File: src/rtl/io_dec_pkg.sv
// rtl/io_dec_pkg.sv - shared constants, reset values and FSM states for the I/O address decoder
//
// Contents:
//   REG_*        register offsets inside one window's 8-entry config block
//   OP_*         bit positions of the op register (direction gating)
//   *_RST        config reset values
//   state_t      cycle FSM states
//   op_permits   direction gating helper used by every window matcher

package io_dec_pkg;

    localparam logic [2:0] REG_BASE_LO = 3'd0;
    localparam logic [2:0] REG_BASE_HI = 3'd1;
    localparam logic [2:0] REG_MASK_LO = 3'd2;
    localparam logic [2:0] REG_MASK_HI = 3'd3;
    localparam logic [2:0] REG_SLOT    = 3'd4;
    localparam logic [2:0] REG_OP      = 3'd5;
    localparam logic [2:0] REG_WAIT    = 3'd6;
    localparam logic [2:0] REG_RSVD    = 3'd7;

    localparam int OP_RD_ONLY = 0;
    localparam int OP_WR_ONLY = 1;

    // Both op bits set means the window matches nothing, so windows come out of reset disabled.
    localparam logic [1:0] OP_RST   = 2'b11;
    localparam logic [3:0] WAIT_RST = 4'd0;

    typedef enum logic [1:0] {
        IDLE,
        ACTIVE,
        DONE
    } state_t;

    // A read-only window rejects writes, a write-only window rejects reads.
    function automatic logic op_permits(input logic [1:0] op, input logic r_w_);
        return r_w_ ? !op[OP_WR_ONLY] : !op[OP_RD_ONLY];
    endfunction

endpackage

File: src/rtl/io_win_match.sv
// rtl/io_win_match.sv - one decode window: masked base compare plus direction gating
//
// Ports:
//   addr   in   CPU I/O address
//   r_w_   in   1 = read, 0 = write
//   base   in   window base address
//   mask   in   compare mask (1 = bit participates)
//   slot   in   chip-select slot owned by this window
//   op     in   direction gating bits
//   hit    out  window claims this cycle

module io_win_match
    import io_dec_pkg::*;
#(
    parameter int ADDR_W    = 16,
    parameter int NUM_SLOTS = 5,
    parameter int SLOT_W    = 3
) (
    input  logic [ADDR_W-1:0] addr,
    input  logic              r_w_,
    input  logic [ADDR_W-1:0] base,
    input  logic [ADDR_W-1:0] mask,
    input  logic [SLOT_W-1:0] slot,
    input  logic [1:0]        op,
    output logic              hit
);

    // A window pointing at a slot that does not exist never claims a cycle.
    assign hit = (((addr ^ base) & mask) == '0)
               && op_permits(op, r_w_)
               && (int'(slot) < NUM_SLOTS);

endmodule

File: src/rtl/io_addr_decoder_v2.sv
// rtl/io_addr_decoder_v2.sv - programmable I/O window decoder with wait states, timeout and config readback
//
// Ports:
//   clk, rst_n                       system clock, asynchronous active-low reset
//   addr, iorq_n, r_w_               CPU I/O cycle
//   dev_ready_n                      per-slot device ready (1 = ready)
//   irq_vec_cycle, irq_int_active,
//   irq_int_slot                     interrupt-vector fetch override
//   cfg_we, cfg_addr, cfg_wdata      config write port {window, reg}
//   cfg_rdata                        combinational config readback
//   cs_n, ready_n, io_r_w_,
//   data_oe_n, data_dir              cycle outputs
//   win_valid, win_index, sel_slot   latched decode result
//   bus_err, err_addr                timeout pulse and address of the last timed-out cycle

module io_addr_decoder_v2
    import io_dec_pkg::*;
#(
    parameter  int ADDR_W      = 16,
    parameter  int NUM_WIN     = 8,
    parameter  int NUM_SLOTS   = 5,
    parameter  int TIMEOUT_CYC = 64,
    localparam int SLOT_W      = $clog2(NUM_SLOTS),
    localparam int WIN_W       = $clog2(NUM_WIN)
) (
    input  logic                 clk,
    input  logic                 rst_n,
    input  logic [ADDR_W-1:0]    addr,
    input  logic                 iorq_n,
    input  logic                 r_w_,
    input  logic [NUM_SLOTS-1:0] dev_ready_n,
    input  logic                 irq_vec_cycle,
    input  logic                 irq_int_active,
    input  logic [SLOT_W-1:0]    irq_int_slot,
    input  logic                 cfg_we,
    input  logic [WIN_W+2:0]     cfg_addr,
    input  logic [7:0]           cfg_wdata,
    output logic [7:0]           cfg_rdata,
    output logic [NUM_SLOTS-1:0] cs_n,
    output logic                 ready_n,
    output logic                 io_r_w_,
    output logic                 data_oe_n,
    output logic                 data_dir,
    output logic                 win_valid,
    output logic [WIN_W-1:0]     win_index,
    output logic [SLOT_W-1:0]    sel_slot,
    output logic                 bus_err,
    output logic [ADDR_W-1:0]    err_addr
);

    localparam int TC_W = $clog2(TIMEOUT_CYC) + 1;

    // ---------------------------------------------------------------
    // Config register file
    // ---------------------------------------------------------------
    logic [ADDR_W-1:0] base_q [NUM_WIN];
    logic [ADDR_W-1:0] mask_q [NUM_WIN];
    logic [SLOT_W-1:0] slot_q [NUM_WIN];
    logic [1:0]        op_q   [NUM_WIN];
    logic [3:0]        wait_q [NUM_WIN];

    logic [WIN_W-1:0] cfg_win;
    logic [2:0]       cfg_reg;

    assign cfg_win = cfg_addr[WIN_W+2:3];
    assign cfg_reg = cfg_addr[2:0];

    // Registers are exposed as 16-bit byte pairs; bits at or above ADDR_W are dropped.
    function automatic logic [ADDR_W-1:0] put_byte(input logic [ADDR_W-1:0] cur,
                                                   input logic             hi,
                                                   input logic [7:0]       b);
        logic [15:0] w;
        w = 16'(cur);
        if (hi) w[15:8] = b;
        else    w[7:0]  = b;
        return w[ADDR_W-1:0];
    endfunction

    always_ff @(posedge clk or negedge rst_n) begin
        if (!rst_n) begin
            for (int i = 0; i < NUM_WIN; i++) begin
                base_q[i] <= '0;
                mask_q[i] <= '0;
                slot_q[i] <= '0;
                op_q[i]   <= OP_RST;
                wait_q[i] <= WAIT_RST;
            end
        end else if (cfg_we) begin
            case (cfg_reg)
                REG_BASE_LO: base_q[cfg_win] <= put_byte(base_q[cfg_win], 1'b0, cfg_wdata);
                REG_BASE_HI: base_q[cfg_win] <= put_byte(base_q[cfg_win], 1'b1, cfg_wdata);
                REG_MASK_LO: mask_q[cfg_win] <= put_byte(mask_q[cfg_win], 1'b0, cfg_wdata);
                REG_MASK_HI: mask_q[cfg_win] <= put_byte(mask_q[cfg_win], 1'b1, cfg_wdata);
                REG_SLOT:    slot_q[cfg_win] <= cfg_wdata[SLOT_W-1:0];
                REG_OP:      op_q[cfg_win]   <= cfg_wdata[1:0];
                REG_WAIT:    wait_q[cfg_win] <= cfg_wdata[3:0];
                default:     ;
            endcase
        end
    end

    logic [15:0] rd_base16;
    logic [15:0] rd_mask16;

    always_comb begin
        cfg_rdata = '0;
        rd_base16 = 16'(base_q[cfg_win]);
        rd_mask16 = 16'(mask_q[cfg_win]);
        case (cfg_reg)
            REG_BASE_LO: cfg_rdata = rd_base16[7:0];
            REG_BASE_HI: cfg_rdata = rd_base16[15:8];
            REG_MASK_LO: cfg_rdata = rd_mask16[7:0];
            REG_MASK_HI: cfg_rdata = rd_mask16[15:8];
            REG_SLOT:    cfg_rdata[SLOT_W-1:0] = slot_q[cfg_win];
            REG_OP:      cfg_rdata[1:0] = op_q[cfg_win];
            REG_WAIT:    cfg_rdata[3:0] = wait_q[cfg_win];
            REG_RSVD:    cfg_rdata = '0;
            default:     cfg_rdata = '0;
        endcase
    end

    // ---------------------------------------------------------------
    // Window matchers and priority encoder
    // ---------------------------------------------------------------
    logic [NUM_WIN-1:0] win_hit;

    for (genvar g = 0; g < NUM_WIN; g++) begin : g_win
        io_win_match #(
            .ADDR_W    (ADDR_W),
            .NUM_SLOTS (NUM_SLOTS),
            .SLOT_W    (SLOT_W)
        ) u_match (
            .addr (addr),
            .r_w_ (r_w_),
            .base (base_q[g]),
            .mask (mask_q[g]),
            .slot (slot_q[g]),
            .op   (op_q[g]),
            .hit  (win_hit[g])
        );
    end

    logic             pe_hit;
    logic [WIN_W-1:0] pe_idx;

    // Scan from the top so the lowest hitting index is the last one written.
    always_comb begin
        pe_hit = 1'b0;
        pe_idx = '0;
        for (int i = NUM_WIN - 1; i >= 0; i--) begin
            if (win_hit[i]) begin
                pe_hit = 1'b1;
                pe_idx = WIN_W'(i);
            end
        end
    end

    // ---------------------------------------------------------------
    // Decode result presented to the FSM at cycle entry
    // ---------------------------------------------------------------
    logic                 irq_ovr;
    logic [SLOT_W-1:0]    dec_sel;
    logic                 dec_ok;
    logic [3:0]           dec_wait;
    logic [NUM_SLOTS-1:0] dec_cs_n;

    always_comb begin
        irq_ovr  = irq_vec_cycle && irq_int_active;
        dec_sel  = '0;
        dec_ok   = 1'b0;
        dec_wait = '0;
        if (irq_ovr) begin
            dec_sel = irq_int_slot;
            dec_ok  = int'(irq_int_slot) < NUM_SLOTS;
        end else if (pe_hit) begin
            dec_sel  = slot_q[pe_idx];
            dec_ok   = 1'b1;
            dec_wait = wait_q[pe_idx];
        end
        for (int i = 0; i < NUM_SLOTS; i++) begin
            dec_cs_n[i] = !(dec_ok && (dec_sel == SLOT_W'(i)));
        end
    end

    // Pad ready to a power of two so indexing by the latched slot is always in range.
    logic [(1 << SLOT_W)-1:0] dev_rdy_ext;

    always_comb begin
        dev_rdy_ext = '0;
        dev_rdy_ext[NUM_SLOTS-1:0] = dev_ready_n;
    end

    // ---------------------------------------------------------------
    // Cycle FSM
    // ---------------------------------------------------------------
    state_t               state_q,     state_d;
    logic [3:0]           wcnt_q,      wcnt_d;
    logic [TC_W-1:0]      tcnt_q,      tcnt_d;
    logic [ADDR_W-1:0]    lat_addr_q,  lat_addr_d;
    logic [SLOT_W-1:0]    cyc_sel_q,   cyc_sel_d;
    logic                 cyc_ok_q,    cyc_ok_d;
    logic [NUM_SLOTS-1:0] cs_n_d;
    logic                 ready_n_d, io_r_w_d, data_oe_n_d, data_dir_d;
    logic                 win_valid_d, bus_err_d;
    logic [WIN_W-1:0]     win_index_d;
    logic [SLOT_W-1:0]    sel_slot_d;
    logic [ADDR_W-1:0]    err_addr_d;

    always_ff @(posedge clk or negedge rst_n) begin
        if (!rst_n) begin
            state_q    <= IDLE;
            wcnt_q     <= '0;
            tcnt_q     <= '0;
            lat_addr_q <= '0;
            cyc_sel_q  <= '0;
            cyc_ok_q   <= 1'b0;
            cs_n       <= '1;
            ready_n    <= 1'b1;
            io_r_w_    <= 1'b1;
            data_oe_n  <= 1'b1;
            data_dir   <= 1'b1;
            win_valid  <= 1'b0;
            win_index  <= '0;
            sel_slot   <= '0;
            bus_err    <= 1'b0;
            err_addr   <= '0;
        end else begin
            state_q    <= state_d;
            wcnt_q     <= wcnt_d;
            tcnt_q     <= tcnt_d;
            lat_addr_q <= lat_addr_d;
            cyc_sel_q  <= cyc_sel_d;
            cyc_ok_q   <= cyc_ok_d;
            cs_n       <= cs_n_d;
            ready_n    <= ready_n_d;
            io_r_w_    <= io_r_w_d;
            data_oe_n  <= data_oe_n_d;
            data_dir   <= data_dir_d;
            win_valid  <= win_valid_d;
            win_index  <= win_index_d;
            sel_slot   <= sel_slot_d;
            bus_err    <= bus_err_d;
            err_addr   <= err_addr_d;
        end
    end

    always_comb begin
        state_d     = state_q;
        wcnt_d      = wcnt_q;
        tcnt_d      = tcnt_q;
        lat_addr_d  = lat_addr_q;
        cyc_sel_d   = cyc_sel_q;
        cyc_ok_d    = cyc_ok_q;
        cs_n_d      = cs_n;
        ready_n_d   = ready_n;
        io_r_w_d    = io_r_w_;
        data_oe_n_d = data_oe_n;
        data_dir_d  = data_dir;
        win_valid_d = win_valid;
        win_index_d = win_index;
        sel_slot_d  = sel_slot;
        bus_err_d   = 1'b0;
        err_addr_d  = err_addr;

        case (state_q)
            IDLE: begin
                if (!iorq_n) begin
                    state_d     = ACTIVE;
                    lat_addr_d  = addr;
                    cyc_sel_d   = dec_sel;
                    cyc_ok_d    = dec_ok;
                    wcnt_d      = dec_wait;
                    tcnt_d      = '0;
                    cs_n_d      = dec_cs_n;
                    ready_n_d   = 1'b0;
                    io_r_w_d    = r_w_;
                    data_dir_d  = r_w_;
                    data_oe_n_d = !dec_ok;
                    win_valid_d = !irq_ovr && pe_hit;
                    win_index_d = irq_ovr ? '0 : pe_idx;
                    sel_slot_d  = dec_sel;
                end
            end

            ACTIVE: begin
                if (iorq_n) begin
                    state_d     = IDLE;
                    cs_n_d      = '1;
                    ready_n_d   = 1'b1;
                    io_r_w_d    = 1'b1;
                    data_oe_n_d = 1'b1;
                    data_dir_d  = 1'b1;
                end else begin
                    if (wcnt_q != 4'd0) wcnt_d = wcnt_q - 4'd1;
                    // The last wait state and the first ready sample can share an edge,
                    // so wait = N releases ready_n N edges after entry (min one).
                    if (wcnt_q <= 4'd1) begin
                        if (!cyc_ok_q || dev_rdy_ext[cyc_sel_q]) begin
                            ready_n_d = 1'b1;
                            state_d   = DONE;
                        end else begin
                            tcnt_d = tcnt_q + 1'b1;
                            if (tcnt_d == TC_W'(TIMEOUT_CYC - 1)) begin
                                ready_n_d  = 1'b1;
                                bus_err_d  = 1'b1;
                                err_addr_d = lat_addr_q;
                                state_d    = DONE;
                            end
                        end
                    end
                end
            end

            DONE: begin
                if (iorq_n) begin
                    state_d     = IDLE;
                    cs_n_d      = '1;
                    ready_n_d   = 1'b1;
                    io_r_w_d    = 1'b1;
                    data_oe_n_d = 1'b1;
                    data_dir_d  = 1'b1;
                end
            end

            default: state_d = IDLE;
        endcase
    end

endmodule
File: config.mk
export PLATFORM = sky130hd
export DESIGN_NAME = io_addr_decoder_v2
export DESIGN_NICKNAME = d
export VERILOG_FILES = /design/src/rtl/io_dec_pkg.sv /design/src/rtl/io_win_match.sv /design/src/rtl/io_addr_decoder_v2.sv
export SDC_FILE = /design/constraint.sdc
export NUM_CORES = 1
export LEC_CHECK = 0
export CORE_ASPECT_RATIO = 0.75
export CORE_MARGIN = 8
export CORE_UTILIZATION = 45
export DETAILED_ROUTE_END_ITERATION = 7
export DONT_BUFFER_PORTS = 1
export GPL_ROUTABILITY_DRIVEN = 1
export PLACE_DENSITY = 0.68
export SLEW_MARGIN = 10
export SYNTH_ARGS = -nofsm -noshare
export SYNTH_HDL_FRONTEND = slang
export SYNTH_HIERARCHICAL = 1
export SYNTH_SLANG_ARGS = --single-unit
File: constraint.sdc
create_clock -name clk -period 3.8 [get_ports clk]
set_input_delay 0.95 -clock clk [delete_from_list [all_inputs] [get_ports clk]]
set_output_delay 0.95 -clock clk [all_outputs]
set_load 0.005 [all_outputs]
==> results of run 1 <==
## final timing paths
check | start | to | slack, ns
min | rst_n | mask_q[1] | 0.13
max | cfg_addr[3] | cfg_rdata[1] | -0.0003
min in group clk | lat_addr_q[14] | err_addr[14] | 0.47
max reg2reg | base_q[9] | cs_n[3] | 0.20
max in group asynchronous | rst_n | tcnt_q[6] | 3.05
min reg2reg | lat_addr_q[14] | err_addr[14] | 0.47
## power groups by stage
| stage | clock [µW] | combinational (µW) | sequential, µW |
|---|---|---|---|
| 2_1_floorplan | 0 | 2770 | 5490 |
| 3_3_place_gp | 0 | 3840 | 5740 |
| 3_5_place_dp | 0 | 3910 | 5770 |
| 4_1_cts | 4080 | 3940 | 5700 |
| 5_1_grt | 4240 | 4300 | 5820 |
| 6_report | 4010 | 4040 | 5730 |
## routing by layer
layer  up-vias  global-route usage  share of wire
met4         2             0.06535          0.028
met1      8161              0.3757           0.43
li1       6709                   -              -
met3       151              0.1029           0.14
met5         -                   0        0.00018
met2       995              0.3493           0.40
## synth_stat cells, drive strengths merged (5+ instances only)
cell type  instances  area share
buf               58       0.015
nand2            193       0.034
and4               8      0.0033
a21oi             47       0.011
mux2i             65       0.031
o211ai             7      0.0025
dfrtp            366        0.43
a2111oi           11      0.0070
a221o              5      0.0024
dfstp             24       0.030
nor3              14      0.0038
mux2             356        0.19
clkbuf            38      0.0068
nor2b             12      0.0036
a222oi             9      0.0043
and2               8      0.0024
o21ai             68       0.016
and3              11      0.0033
nand2b            11      0.0033
a22o              25       0.010
o221ai             5      0.0021
xor2             130       0.057
a211oi             6      0.0021
mux4              35       0.037
nor2              90       0.016
inv               23      0.0041
a21o               6      0.0021
a22oi             62       0.022
o22ai              8      0.0024
a31oi              6      0.0018
nand3             10      0.0024
a221oi            27       0.011
ha                 9      0.0053
## critical path: stages
cell	delay (ns)
nor2_1	0.36
buf_4	0.28
a22oi_1	0.13
o221ai_1	0.33
a211oi_1	0.16
a31o_2	0.24
a21oi_1	0.20
buf_4	0.16
## stage by stage
step,utilization,setup slack [ns],std cells,cell area (µm²)
after floorplan,-,0.2308,1804,21120
after global placement,0.4824,-0.1386,2437,22290
after detailed placement,0.4824,-0.1923,2437,22290
after CTS,0.5111,0.06160,2509,23610
after global routing,0.5111,0.0009959,2509,23610
final,0.5111,-0.0003295,2509,23610
## cell type report
class,instances,area [µm²],share of cell area
clock buffer,62,1226,0.05193
clock inverter,10,93.84,0.003974
inverter,26,97.59,0.004133
multi-input combinational,1292,10810,0.4579
sequential,390,9789,0.4146
tap,630,788.3,0.03338
timing repair buffer,99,805.8,0.03412
## flip-flops by register name (all words and copies together) (netlist names), 2 cells and up
register    flops
base_q        128
mask_q        128
wait_q         32
slot_q         24
err_addr       16
lat_addr_q     16
op_q           16
tcnt_q          7
cs_n            5
wcnt_q          4
cyc_sel_q       3
win_index       3
state_q         2
## logic make-up (layout without fill, tap and decap cells)
logic type | count (synthesis) | count (layout)
compound gates | 322 | 322
xor+xnor | 131 | 131
fa+ha+maj | 9 | 9
buf+inv | 122 | 197
flops | 390 | 390
mux | 456 | 456
simple gates | 374 | 374
## cells in the final DEF, fill, tap and decap left out, types with 23 or more instances in the layout
cell type and n:
clkbuf_16 42, mux2i_1 65, xor2_1 122, mux4_2 35, a21oi_1 47, a22oi_1 62
dfstp_2 24, nor2_1 78, mux2_2 356, inv_1 23, dfrtp_1 366, a22o_1 25
buf_4 94, a221oi_1 27, nand2_1 192, o21ai_0 60
## what timing repair did
action | in CTS | in global routing
pin swaps | 0 | 1
buffers inserted | 0 | 0
resized for setup | 1 | 1
hold buffers | 0 | 0
setup endpoints to repair | 2 | 3
==> metrics.txt, run 1 <==
status=complete, but fails checks; failing checks=setup timing; post-synthesis mux area share=0.2580; Post-synth EDFFs=0; vias in the first global route=15.70k; CP Data Required Time=2.85 ns; largest family of logic cells by synthesized area=multiplexers; setup TNS=-0.0003295 ns; crit share post-route=1.000; post-synthesis compound-gate area fraction=0.1101; remaining antenna violation count after routing=0; CP endpoint kind=output port; largest net degree at the start of global routing=391; Power Density=583.9 nW/µm²; Final Wtd Congestion=0.9744; Mapped Nets=1,858; max-slew violation count=0; num ports=86; CP Max Fanout=75; floorplan row count=68; Unique masters post-synth=72; fillers=4,053; Routed WL=71.04 mm; slack of the critical path=-0.0003295 ns; GRT Util Overall=0.2572; share of cells above drive strength 1=0.3273; cts bufs inserted=40; worst clock skew=0.01927 ns; final hold viol count=0; Post-Synth XOR/XNOR Area=0.05718; clk root buf=clkbuf_16; die area=54,190 µm²; simple-gate share of the synthesized area=0.07922; Psw=4619 µW; initial core utilization=0.4571; H-tree depth=2; TritonCTS clock tree=done; DRC viols=0; combinational group share of total power=0.293; total power=13,790 µW; Async S/R FF share, synth=1.000; Clk Latency, worst-skew pair=0.56 ns; GRT overflow=0; Port Buffers=0; DRT Pass-1 Iters=8; Fmax=263.1 MHz; vias per inst=6.384; Yosys reg bits=390; first-pass GRT wire length=105.6 mm; RSZ-0062 raised after global routing=no; Seq pwr share=0.416; final setup vio count=1; power share of the clock group=0.291; Mapped Cells=1,804; WHS=0.1307 ns; Clock transition at path regs=0.07 ns; Area growth, synth to finish=11.83%; Die Y=203.6 µm; worst min path class=input port to async pin; synthesized area=21,120 µm²; initial antenna violation count=2; NumNets Final=1,903; switching portion of total power=0.3350; WP data arrival=2.85 ns; ANT cells=0; DR WL/cell=28.31 µm; TritonCTS Sinks=390; DIE WIDTH=266.1 µm; reg2reg path depth=11; Rel. slew slack=0.3019; YS warnings=6; CTS max path bufs=3; worst vdd ir=0.0003403 V; Seq/Total Area, Yosys=0.4636; hpwl dp=48.70 mm; critical path class=input port to output port; vias=16.02k; Main synth FF type=dfrtp_1; P_int=9169 µW; Post-Synth Adder-Cell Area=0.005333; Core Area=46,200 µm²; Mapped Avg Cell Area=11.71 µm²; max-cap violation count=0; actual slew at the worst max-slew pin=1.036 ns; Iter 0 DRT Violations=2,131; Leak Pwr=0.01083 µW; CP Launch Type=input port; post-route minimum period=3.800 ns
Note: power is estimated with default switching activity, not from simulation.
==> inputs of run 2 (changes only) <==
Settings changed: CORE_UTILIZATION 45 to 49, PLACE_DENSITY 0.68 to 0.72.
==> run 2 against run 1 <==
The flow finishes with violations (slew limit, setup timing). Setup slack worse by 0.012 ns. Via count increased by 0.39%. Final cell count decreased by 2.0%. Flip-flop and latch count unchanged. Non-clock buffer count is the same. Global-route usage is 1.4 points higher. Combinational power about the same. Die area down 7.6%. Critical endpoint is now cfg_rdata[6]. Largest cell class unchanged.
==> metrics.txt, run 2 (synthesized netlist as in run 1, its figures left out) <==
status=complete, but fails checks; failing checks=slew limit, setup timing; met3 Resource Use GR=0.1039; Core Area=42,940 µm²; DRC viols=0; TritonCTS Sinks=390; fillers=3,591; TritonCTS clock tree=done; final core occ=0.5510; post-route minimum period=3.812 ns; cts bufs inserted=40; slack of the critical path=-0.01200 ns; CTS max path bufs=3; vias=16.08k; Multi-input gate area=10,800 µm²; most common cell after layout, fill and taps aside=dfrtp_1; Iter 0 DRT Violations=2,110; clk root buf=clkbuf_16; share of cells above drive strength 1=0.3294; remaining antenna violation count after routing=0; worst vdd ir=0.0004743 V; DR WL/cell=28.27 µm; WP data arrival=2.86 ns; worst min path class=input port to async pin; final hold viol count=0; biggest regs=base_q: 128 flops, mask_q: 128 flops, wait_q: 32 flops; final setup vio count=1; Clock transition at path regs=0.06 ns; crit share post-route=1.003; RSZ-0062 raised after global routing=no; WHS=0.08759 ns; DRT Pass-1 Iters=6; floorplan row count=66; GRT Util Overall=0.2712; final std cells w/o fill=2,459; Area growth, synth to finish=12.05%; register area=9789 µm²; CP Data Required Time=2.85 ns; most frequent cells in the layout=366 x dfrtp_1, 356 x mux2_2, 192 x nand2_1; largest net degree at the start of global routing=391; Leak Pwr=0.01089 µW; initial antenna violation count=5; GRT overflow=0; max-slew violation count=192; max-cap violation count=0; first-pass GRT wire length=104.8 mm; Power Density=598.1 nW/µm²; actual slew at the worst max-slew pin=1.853 ns; DIE WIDTH=255.7 µm; Final Wtd Congestion=0.9538; hpwl dp=48.25 mm; GRT met2 Usage=0.3875; critical path class=input port to output port; Routed WL=69.52 mm; setup TNS=-0.01200 ns; placed insts=2,384; Die Y=195.8 µm; worst clock skew=0.02060 ns; num ports=86; Port Buffers=0; NumNets Final=1,903; Fmax=262.3 MHz; H-tree depth=2; vias per inst=6.539; CP Launch Type=input port; Clk Latency, worst-skew pair=0.57 ns; GRT Max-Usage Layer=met2; Rel. slew slack=-0.2355; initial core utilization=0.4918; GR Layer Usage met1=0.3777; die area=50,060 µm²; FF-to-FF setup slack=0.31 ns; vias in the first global route=16.04k; CP endpoint kind=output port; CP Max Fanout=83
==> run 2: power breakdown <==
group	total, µW	switching, µW	leakage [µW]	internal (µW)
logic	4030	2090	0.00511	1940
registers	5760	792	0.00506	4970
clock network	4360	1720	0.000717	2640
total	14200	4610	0.0109	9550
==> run 2: per-layer routing <==
metal	wire length (µm)	vias up	part of all wire
li1	-	6700	-
met3	9765	193	0.14
met1	28690	8167	0.41
met5	21	-	0.00030
met2	28700	1016	0.41
met4	2337	4	0.034
==> run 2: timing repair <==
action	4_1_cts	5_1_grt
hold buffers	0	0
resized for setup	0	3
buffers inserted	0	1
endpoints found under the setup margin	0	4
==> run 2: final timing paths <==
kind                          startpoint      endpoint  depth (start not counted)
setup / recovery             cfg_addr[4]  cfg_rdata[6]                          8
setup reg to reg              slot_q[13]       cs_n[2]                         12
max in group asynchronous          rst_n    base_q[96]                          0
hold / removal                     rst_n  cyc_sel_q[2]                          0
hold reg to reg            lat_addr_q[1]   err_addr[1]                          2
min in group clk           lat_addr_q[1]   err_addr[1]                          2
==> run 2: critical path, stage by stage <==
cell,delay [ns]
nor2b_1,0.31
buf_4,0.25
a22oi_1,0.10
a21oi_1,0.15
a221oi_1,0.08
mux4_2,0.62
nor2_1,0.18
buf_4,0.14
==> run 2: cell type report <==
type / count / share of cell area
clock inverters: 15 / 0.01036
repair buffers: 99 / 0.03300
well taps: 578 / 0.03056
clock buffers: 57 / 0.05145
diodes: 2 / 0.0002115
multi-input cells: 1292 / 0.4564
flip-flops and latches: 390 / 0.4137
inverters: 26 / 0.004283
==> run 2: metrics by stage <==
stage / power (µW) / cell area [µm²] / worst slack, ns
after floorplan: 8261 / 21120 / 0.2308
after global placement: 9597 / 22180 / -0.2385
after detailed placement: 9705 / 22180 / -0.2375
after CTS: 14070 / 23640 / 0.03478
after global routing: 14740 / 23660 / 0.01001
final: 14150 / 23660 / -0.01200
